[config.mk]
export PLATFORM = sky130hd
export DESIGN_NAME = aes_ct_serializer
export DESIGN_NICKNAME = d
export VERILOG_FILES = /design/src/rtl/aes_ct_serializer.sv
export SDC_FILE = /design/constraint.sdc
export NUM_CORES = 1
export LEC_CHECK = 0
export ABC_CLOCK_PERIOD_IN_PS = 2100
export CORE_ASPECT_RATIO = 0.6
export CORE_UTILIZATION = 50
export DETAILED_ROUTE_END_ITERATION = 10
export PLACE_DENSITY = 0.81
export SLEW_MARGIN = 20
export SYNTH_ARGS = -nofsm -noshare
export SYNTH_HDL_FRONTEND = slang
export SYNTH_SLANG_ARGS = --single-unit
[constraint.sdc]
create_clock -name clk -period 2.1 [get_ports clk]
set_input_delay 0.42 -clock clk [delete_from_list [all_inputs] [get_ports clk]]
set_output_delay 0.42 -clock clk [all_outputs]
set_load 0.05 [all_outputs]
[src/rtl/aes_ct_serializer.sv]
// AES-128 ciphertext serializer: captures a result block on the ct_valid rising
// edge and streams it MSB byte first over an 8-bit valid/ready port.
module aes_ct_serializer #(
    parameter int DATA_W = 128,
    parameter int CNT_W  = 16
) (
    input  logic              clk,
    input  logic              rst,
    input  logic [DATA_W-1:0] ct_in,
    input  logic              ct_valid,
    output logic [7:0]        m_data,
    output logic              m_valid,
    input  logic              m_ready,
    output logic              m_last,
    output logic              busy,
    output logic              overflow,
    input  logic              clr_ovf,
    output logic [CNT_W-1:0]  blocks_sent
);

    localparam int NB = DATA_W / 8;
    localparam int IW = (NB > 1) ? $clog2(NB) : 1;
    localparam logic [IW-1:0] LAST_IDX = IW'(NB - 1);
    localparam logic [IW-1:0] IDX_ONE = IW'(1);
    localparam logic [CNT_W-1:0] CNT_ONE = CNT_W'(1);

    localparam logic [0:0] IDLE = 1'b0;
    localparam logic [0:0] SEND = 1'b1;

    logic [0:0]        state;
    logic [IW-1:0]     idx;
    logic [DATA_W-1:0] shreg;
    logic [DATA_W-1:0] pend;
    logic              pend_full;
    logic              ct_valid_q;
    logic              last_r;
    logic              cap;
    logic              hs;
    logic              hs_last;

    assign cap     = ct_valid & ~ct_valid_q;
    assign hs      = (state == SEND) & m_ready;
    assign hs_last = hs & (idx == LAST_IDX);

    // Active block lives in a shift register so the output byte is a flop slice.
    assign m_valid = (state == SEND);
    assign m_data  = shreg[DATA_W-1 -: 8];
    assign m_last  = last_r;
    assign busy    = m_valid | pend_full;

    always_ff @(posedge clk or negedge rst) begin
        if (!rst) begin
            state       <= IDLE;
            idx         <= '0;
            shreg       <= '0;
            pend        <= '0;
            pend_full   <= 1'b0;
            ct_valid_q  <= 1'b0;
            last_r      <= 1'b0;
            overflow    <= 1'b0;
            blocks_sent <= '0;
        end else begin
            ct_valid_q <= ct_valid;
            if (clr_ovf) begin
                overflow <= 1'b0;
            end
            case (state)
                IDLE: begin
                    if (cap) begin
                        shreg  <= ct_in;
                        idx    <= '0;
                        last_r <= (LAST_IDX == '0);
                        state  <= SEND;
                    end
                end
                SEND: begin
                    if (hs_last) begin
                        blocks_sent <= blocks_sent + CNT_ONE;
                        idx         <= '0;
                        last_r      <= 1'b0;
                        // Pending block takes priority; a same-cycle capture refills it.
                        if (pend_full) begin
                            shreg <= pend;
                            if (cap) begin
                                pend <= ct_in;
                            end else begin
                                pend_full <= 1'b0;
                            end
                        end else if (cap) begin
                            shreg <= ct_in;
                        end else begin
                            shreg <= '0;
                            state <= IDLE;
                        end
                    end else begin
                        if (hs) begin
                            shreg  <= shreg << 8;
                            idx    <= idx + IDX_ONE;
                            last_r <= ((idx + IDX_ONE) == LAST_IDX);
                        end
                        if (cap) begin
                            if (pend_full) begin
                                overflow <= 1'b1;
                            end else begin
                                pend      <= ct_in;
                                pend_full <= 1'b1;
                            end
                        end
                    end
                end
                default: state <= IDLE;
            endcase
        end
    end

endmodule

==> results of run 1 <==
## per-stage QoR
step / hold WS [ns] / power, mW / util, % / setup TNS (ns)
final: 0.3916 / 16.27 / 64.75 / 0
after global routing: 0.4173 / 16.97 / 64.75 / -0.03279
after CTS: 0.3950 / 16.21 / 63.98 / 0
after detailed placement: 0.3600 / 11.10 / 60.30 / -33.98
after global placement: 0.3526 / 10.85 / 60.30 / -36.34
after floorplan: 0.1244 / 9.801 / - / 0
## kinds of logic (layout without fill, tap and decap cells)
kind of cell	after synthesis	in the layout	share of synthesized area [%]
XOR/XNOR	16	16	1.091
buffers and inverters	124	295	4.774
flip-flops	281	281	54.76
AND/OR/NAND/NOR	116	116	4.170
adder cells (fa/ha/maj)	3	3	0.2923
multiplexers	128	128	11.22
other	0	1	0
AO/OA/AOI/OAI	467	467	23.69
## power groups by stage
stage,Sequential [mW],Clock [mW],Combinational (mW)
finish,8.13,5.12,3.01
global route,8.28,5.41,3.29
CTS,8.05,5.18,2.98
detailed placement,8.12,0,2.99
global placement,8.03,0,2.82
floorplan,7.82,0,1.98
## final timing paths
check                                startpoint  depth (start not counted)              end
max in group asynchronous                   rst                          3         pend[43]
worst max-delay path                     idx[1]                          8        shreg[95]
worst max register to register           idx[1]                          8        shreg[95]
min in group clk                       ct_valid                          1       ct_valid_q
worst min-delay path                        rst                          2  blocks_sent[13]
worst min register to register  blocks_sent[15]                          1  blocks_sent[15]
## worst max-delay path, cell delays in order (launching register included)
cell and delay [ns]:
dfrtp_1 0.40, ha_4 0.18, and3_4 0.22, buf_4 0.18, buf_12 0.17, nand2_4 0.12
buf_12 0.17, a221oi_1 0.32, o21ai_0 0.17
## flip-flops by register name (all words and copies together), names as in the netlist
signal	flops
idx	4
m_valid	1
m_last	1
blocks_sent	16
ct_valid_q	1
overflow	1
pend	128
pend_full	1
shreg	128
## cell type report
class | count | area [µm²] | share of cell area, %
Sequential cell | 281 | 7037 | 43.08
Tap cell | 329 | 411.6 | 2.520
Clock buffer | 36 | 779.5 | 4.772
Timing Repair Buffer | 242 | 2643 | 16.18
Inverter | 7 | 26.28 | 0.1609
Multi-Input combinational cell | 730 | 5281 | 32.33
Antenna cell | 1 | 2.502 | 0.01532
Clock inverter | 10 | 152.6 | 0.9346
## synthesized netlist by cell type (all sizes together) (7+ instances only)
library cell  number
nor2              45
dfrtp            281
inv                7
a221oi           104
clkbuf            69
buf               48
nand2             26
a21oi             13
a32oi             10
nand4              7
a22oi             96
a31oi             13
xnor2             11
mux2             128
o21ai            225
nand3             20
## layer usage
metal,share of wire [%],global-route usage [%]
met5,0,0
met4,2.3,7.266
met3,8.5,5.536
met2,44,39.82
met1,45,43.52
## what timing repair did
action / in CTS / in global routing
gates resized for setup: 31 / 9
hold buffers: 1 / 0
cloned: 0 / 3
endpoints found under the hold margin: 38 / 0
buffers inserted: 0 / 7
endpoints found under the setup margin: 150 / 179
pin swaps: 0 / 3
==> impl_results.md, run 1 <==
- Outcome: completed
- Total number of vias: 10,752
- Switching share of power: 27.35%
- Crit path time final: 2.095 ns
- Setup crit start kind: flip-flop
- Sequential area share after synthesis: between 50% and 60%
- Antenna viol nets, final: 0
- DR WL/cell: 23.07 µm
- Main synth FF type: dfrtp_1
- Final Cell Area: 16,330 µm²
- Clk_lat worst skew: approximately 0.54 ns
- TritonCTS sink count: 281
- Fmax: 0.4772 GHz
- # DRC: 0
- Mapped Area: between 10,000 and 15,000 µm²
- WP data required: 2.49 ns
- Vias in the first global route: 10,369
- Dpl hpwl: around 24,000 µm
- Initial cell density of the core: 50.91%
- CTS tree: built
- CTS buffer count: 26
- Die Y: between 100 and 150 µm
- Max-slew violations: 0
- Clock share of power: 31.5%
- Net Count, Synth: 1,271
- Commonest non-fill, non-tap cell in the layout: dfrtp_1
- Crit. End Element: flip-flop
- Number of port buffers: 160
- Via density: ~6.6
- Fin worst setup slack: 0.004531 ns
- Peak VDD IR: 448.7 µV
- Post-synth top area cell: dfrtp_1
- Slew at the pin closest to its max-slew limit: 0.6991 ns
- H-Tree Depth: 1
- CTS clk-pin slew, worst paths: 0.07 ns
- Sw Pwr: 4.449 mW
- Synth Register Bits: approximately 280
- Core area: 25,220 µm²
- P per Cell Area: 995.8 nW/µm²
- Total track usage: 28.02%
- Gate power share: 18.5%
- Placer Congestion: 0.8738
- Final setup vio count: 0
- Top cells by area, synth: dfrtp_1 55%, mux2_2 11%, o21ai_0 8.7%, a221oi_1 7.1%, a22oi_1 5.6%
- Maxcap violations: 0
- Final hold violations: 0
- Drt total wl: between 30,000 and 40,000 µm
- Crit path max fanout: 20
- Synth unique cells: 38
- Pre-CTS setup slack: -0.2279 ns
- Internal Power: 11.82 mW
- Longest Clk Path Bufs: 3
- Final Cycle Share: 99.78%
- Top-Level Pins: approximately 160
- Post-synth EDFFs: 0
- Yosys warnings: 0
- Static leakage: 6.971 nW
- Sequential power share: between 50% and 60%
- Post-synth ARST share: 100.0%
- Hold Path Class: in -> async
- Most frequent cells in the layout: 279 x dfrtp_1, 223 x o21ai_0, 131 x clkdlybuf4s50_1
- Fin nets: around 1,400
- Unrepaired setup endpoints after global routing: true
- Grt ovf: 0
- R2R Setup Slk: around 0.0045 ns
- Clock root cell: clkbuf_16
- Pin count of the biggest net entering global routing: 59
- CP Class: reg -> reg
- Layout cell share with drive strength beyond 1: around a fifth
- Synth top area share: 54.76%
- Max_slew headroom: between 50% and 60%
- Clock skew: 0.01133 ns
- # rows: between 40 and 50
- DR iter-0 viols: 1,174
- First-pass GRT wire length: 59,000 µm
- Cells after DPL: 1,578
- Fin cells: 1,636
- Area Growth Syn to Fin: 27.20%
- Area post-placement: 15,210 µm²
- Post-Syn Instances: 1,135
- Die footprint: 26,350 µm²
- Mean Syn Cell Area: 11.31 µm²
- Crit path DAT: 2.49 ns
- # fillers: 1,901
- Initial antenna violation count: 1
- Overall die width: 208.9 µm
- Router iterations before antenna repair: 5
Power figures use the tool's default switching activity.
==> inputs of run 2 (changes only) <==
- ABC_CLOCK_PERIOD_IN_PS: 2100 -> default
- CTS_CLUSTER_SIZE: default -> 12
==> impl_results.md, run 2 (synthesis results as in run 1) <==
- Setup crit start kind: flip-flop
- P per Cell Area: 969.1 nW/µm²
- Outcome: completed
- # diodes: 0
- First-pass GRT wire length: 59,000 µm
- # rows: 45
- Slew at the pin closest to its max-slew limit: 0.7024 ns
- Vias in the first global route: approximately 10,000
- Clock skew: 0.01340 ns
- Max_slew headroom: 53.17%
- Overall die width: about 210 µm
- TritonCTS sink count: 281
- Layout cell share with drive strength beyond 1: 20.57%
- Initial antenna violation count: 0
- Number of port buffers: 160
- Most frequent cells in the layout: 280 x dfrtp_1, 223 x o21ai_0, 131 x clkdlybuf4s50_1
- Antenna viol nets, final: 0
- Fin cells: 1,632
- Area post-placement: around 15,000 µm²
- Peak VDD IR: just over 500 µV
- Static leakage: ~6.9 nW
- WP data required: around 1.7 ns
- Max-slew violations: 0
- Clk_lat worst skew: 0.55 ns
- Cells after DPL: roughly 1,600
- Pin count of the biggest net entering global routing: between 50 and 60
- Total number of vias: 10,847
- Router iterations before antenna repair: 5
- Top-Level Pins: 161
- Fmax: 0.4851 GHz
- Maxcap violations: 0
- DR iter-0 viols: 1,313
- Die Y: 126.1 µm
- Grt ovf: 0
- Hold Path Class: in -> async
- Initial cell density of the core: roughly half
- CTS buffer count: 28
- Fin nets: roughly 1,400
- Dpl hpwl: about 24,000 µm
- Crit path time final: 2.061 ns
- Final hold violations: 0
- Crit path max fanout: 16
- Final setup vio count: 0
- Via density: 6.646
- CP Class: reg -> out
- Clock root cell: clkbuf_16
- Area Growth Syn to Fin: 26.61%
- Commonest non-fill, non-tap cell in the layout: dfrtp_1
- Longest Clk Path Bufs: 3
- Top flop regs: pend x128, shreg x128, blocks_sent x16
- # DRC: 0
- Crit. End Element: output pin
- Core area: 25,220 µm²
- Final Cell Area: 16,260 µm²
- Total track usage: between 20 and 30%
- Hold Slack: 0.3876 ns
- CTS clk-pin slew, worst paths: approximately 0.060 ns
- Fin util: 64.45%
- DR WL/cell: 23.28 µm
- H-Tree Depth: 1
- Drt total wl: 37,990 µm
- Final Cycle Share: a little over nine tenths
- CTS tree: built
- Placer Congestion: 0.8738
- Die footprint: 26,350 µm²
- Crit path DAT: around 1.6 ns
## run 2: changes by cell type in the layout (fill, tap and decap cells not counted)
cell       before  now
buf_4          49   50
buf_12         29   28
clkbuf_1        2    5
clkbuf_16      30   33
buf_6           0    1
clkinv_2        5    0
dfrtp_1       279  280
clkbuf_8        7    5
clkinv_8        0    1
diode_2         1    0
bufinv_16       4    0
dfrtp_2         1    0
## run 2: where the power goes
part	leakage [nW]	total, mW	switching (mW)	internal [mW]
clock	0.394	4.62	2.04	2.58
combinational	3.00	3.01	1.38	1.64
sequential	3.54	8.12	1.01	7.11
total	6.93	15.8	4.43	11.3
## run 2: critical path, cell delays in order, from the launching register on
cell and delay [ns]:
dfrtp_4 0.53, buf_12 0.18, or2_4 0.24, buf_12 0.15
## run 2: final cells by class
cell class / instances / area (µm²)
flip-flops and latches: 281 / 7036
fillers: 1905 / 8966
well taps: 329 / 411.6
repair buffers: 245 / 2691
inverters: 7 / 26.28
clock buffers: 38 / 788.3
clock inverters: 2 / 23.77
multi-input cells: 730 / 5281
## run 2: timing repair
item                       CTS  global route
gates cloned                 0             6
gates resized for setup     31             8
pin swaps                    0             2
buffers inserted             0             8
setup endpoints to repair  150           153
hold endpoints to repair    38             0
hold buffers                 1             0
## run 2: per-stage QoR
stage,power (mW),TNS [ns],setup WS [ns]
5_1_grt,16.46,-0.1047,-0.01422
4_1_cts,15.70,-0.002154,-0.002154
3_3_place_gp,10.85,-36.34,-0.2376
3_5_place_dp,11.10,-33.98,-0.2279
2_1_floorplan,9.801,0,0.0007081
6_report,15.76,0,0.03853
## run 2: worst paths after layout
kind	start	to	slack, ns	cells past startpoint
min in group clk	ct_valid	ct_valid_q	0.42	1
setup reg to reg	idx[0]	pend[41]	0.05	7
setup / recovery	pend_full	busy	0.04	3
max in group asynchronous	rst	pend[38]	1.02	3
hold / removal	rst	blocks_sent[9]	0.39	2
hold reg to reg	blocks_sent[15]	blocks_sent[15]	0.47	1
## run 2: per-layer routing
metal,up-vias,track usage (%),routed length (µm)
met4,0,5.277,610
met2,665,40.51,16730
met3,58,5.411,3747
met5,-,0,0
met1,5467,43.69,16900
li1,4657,-,-
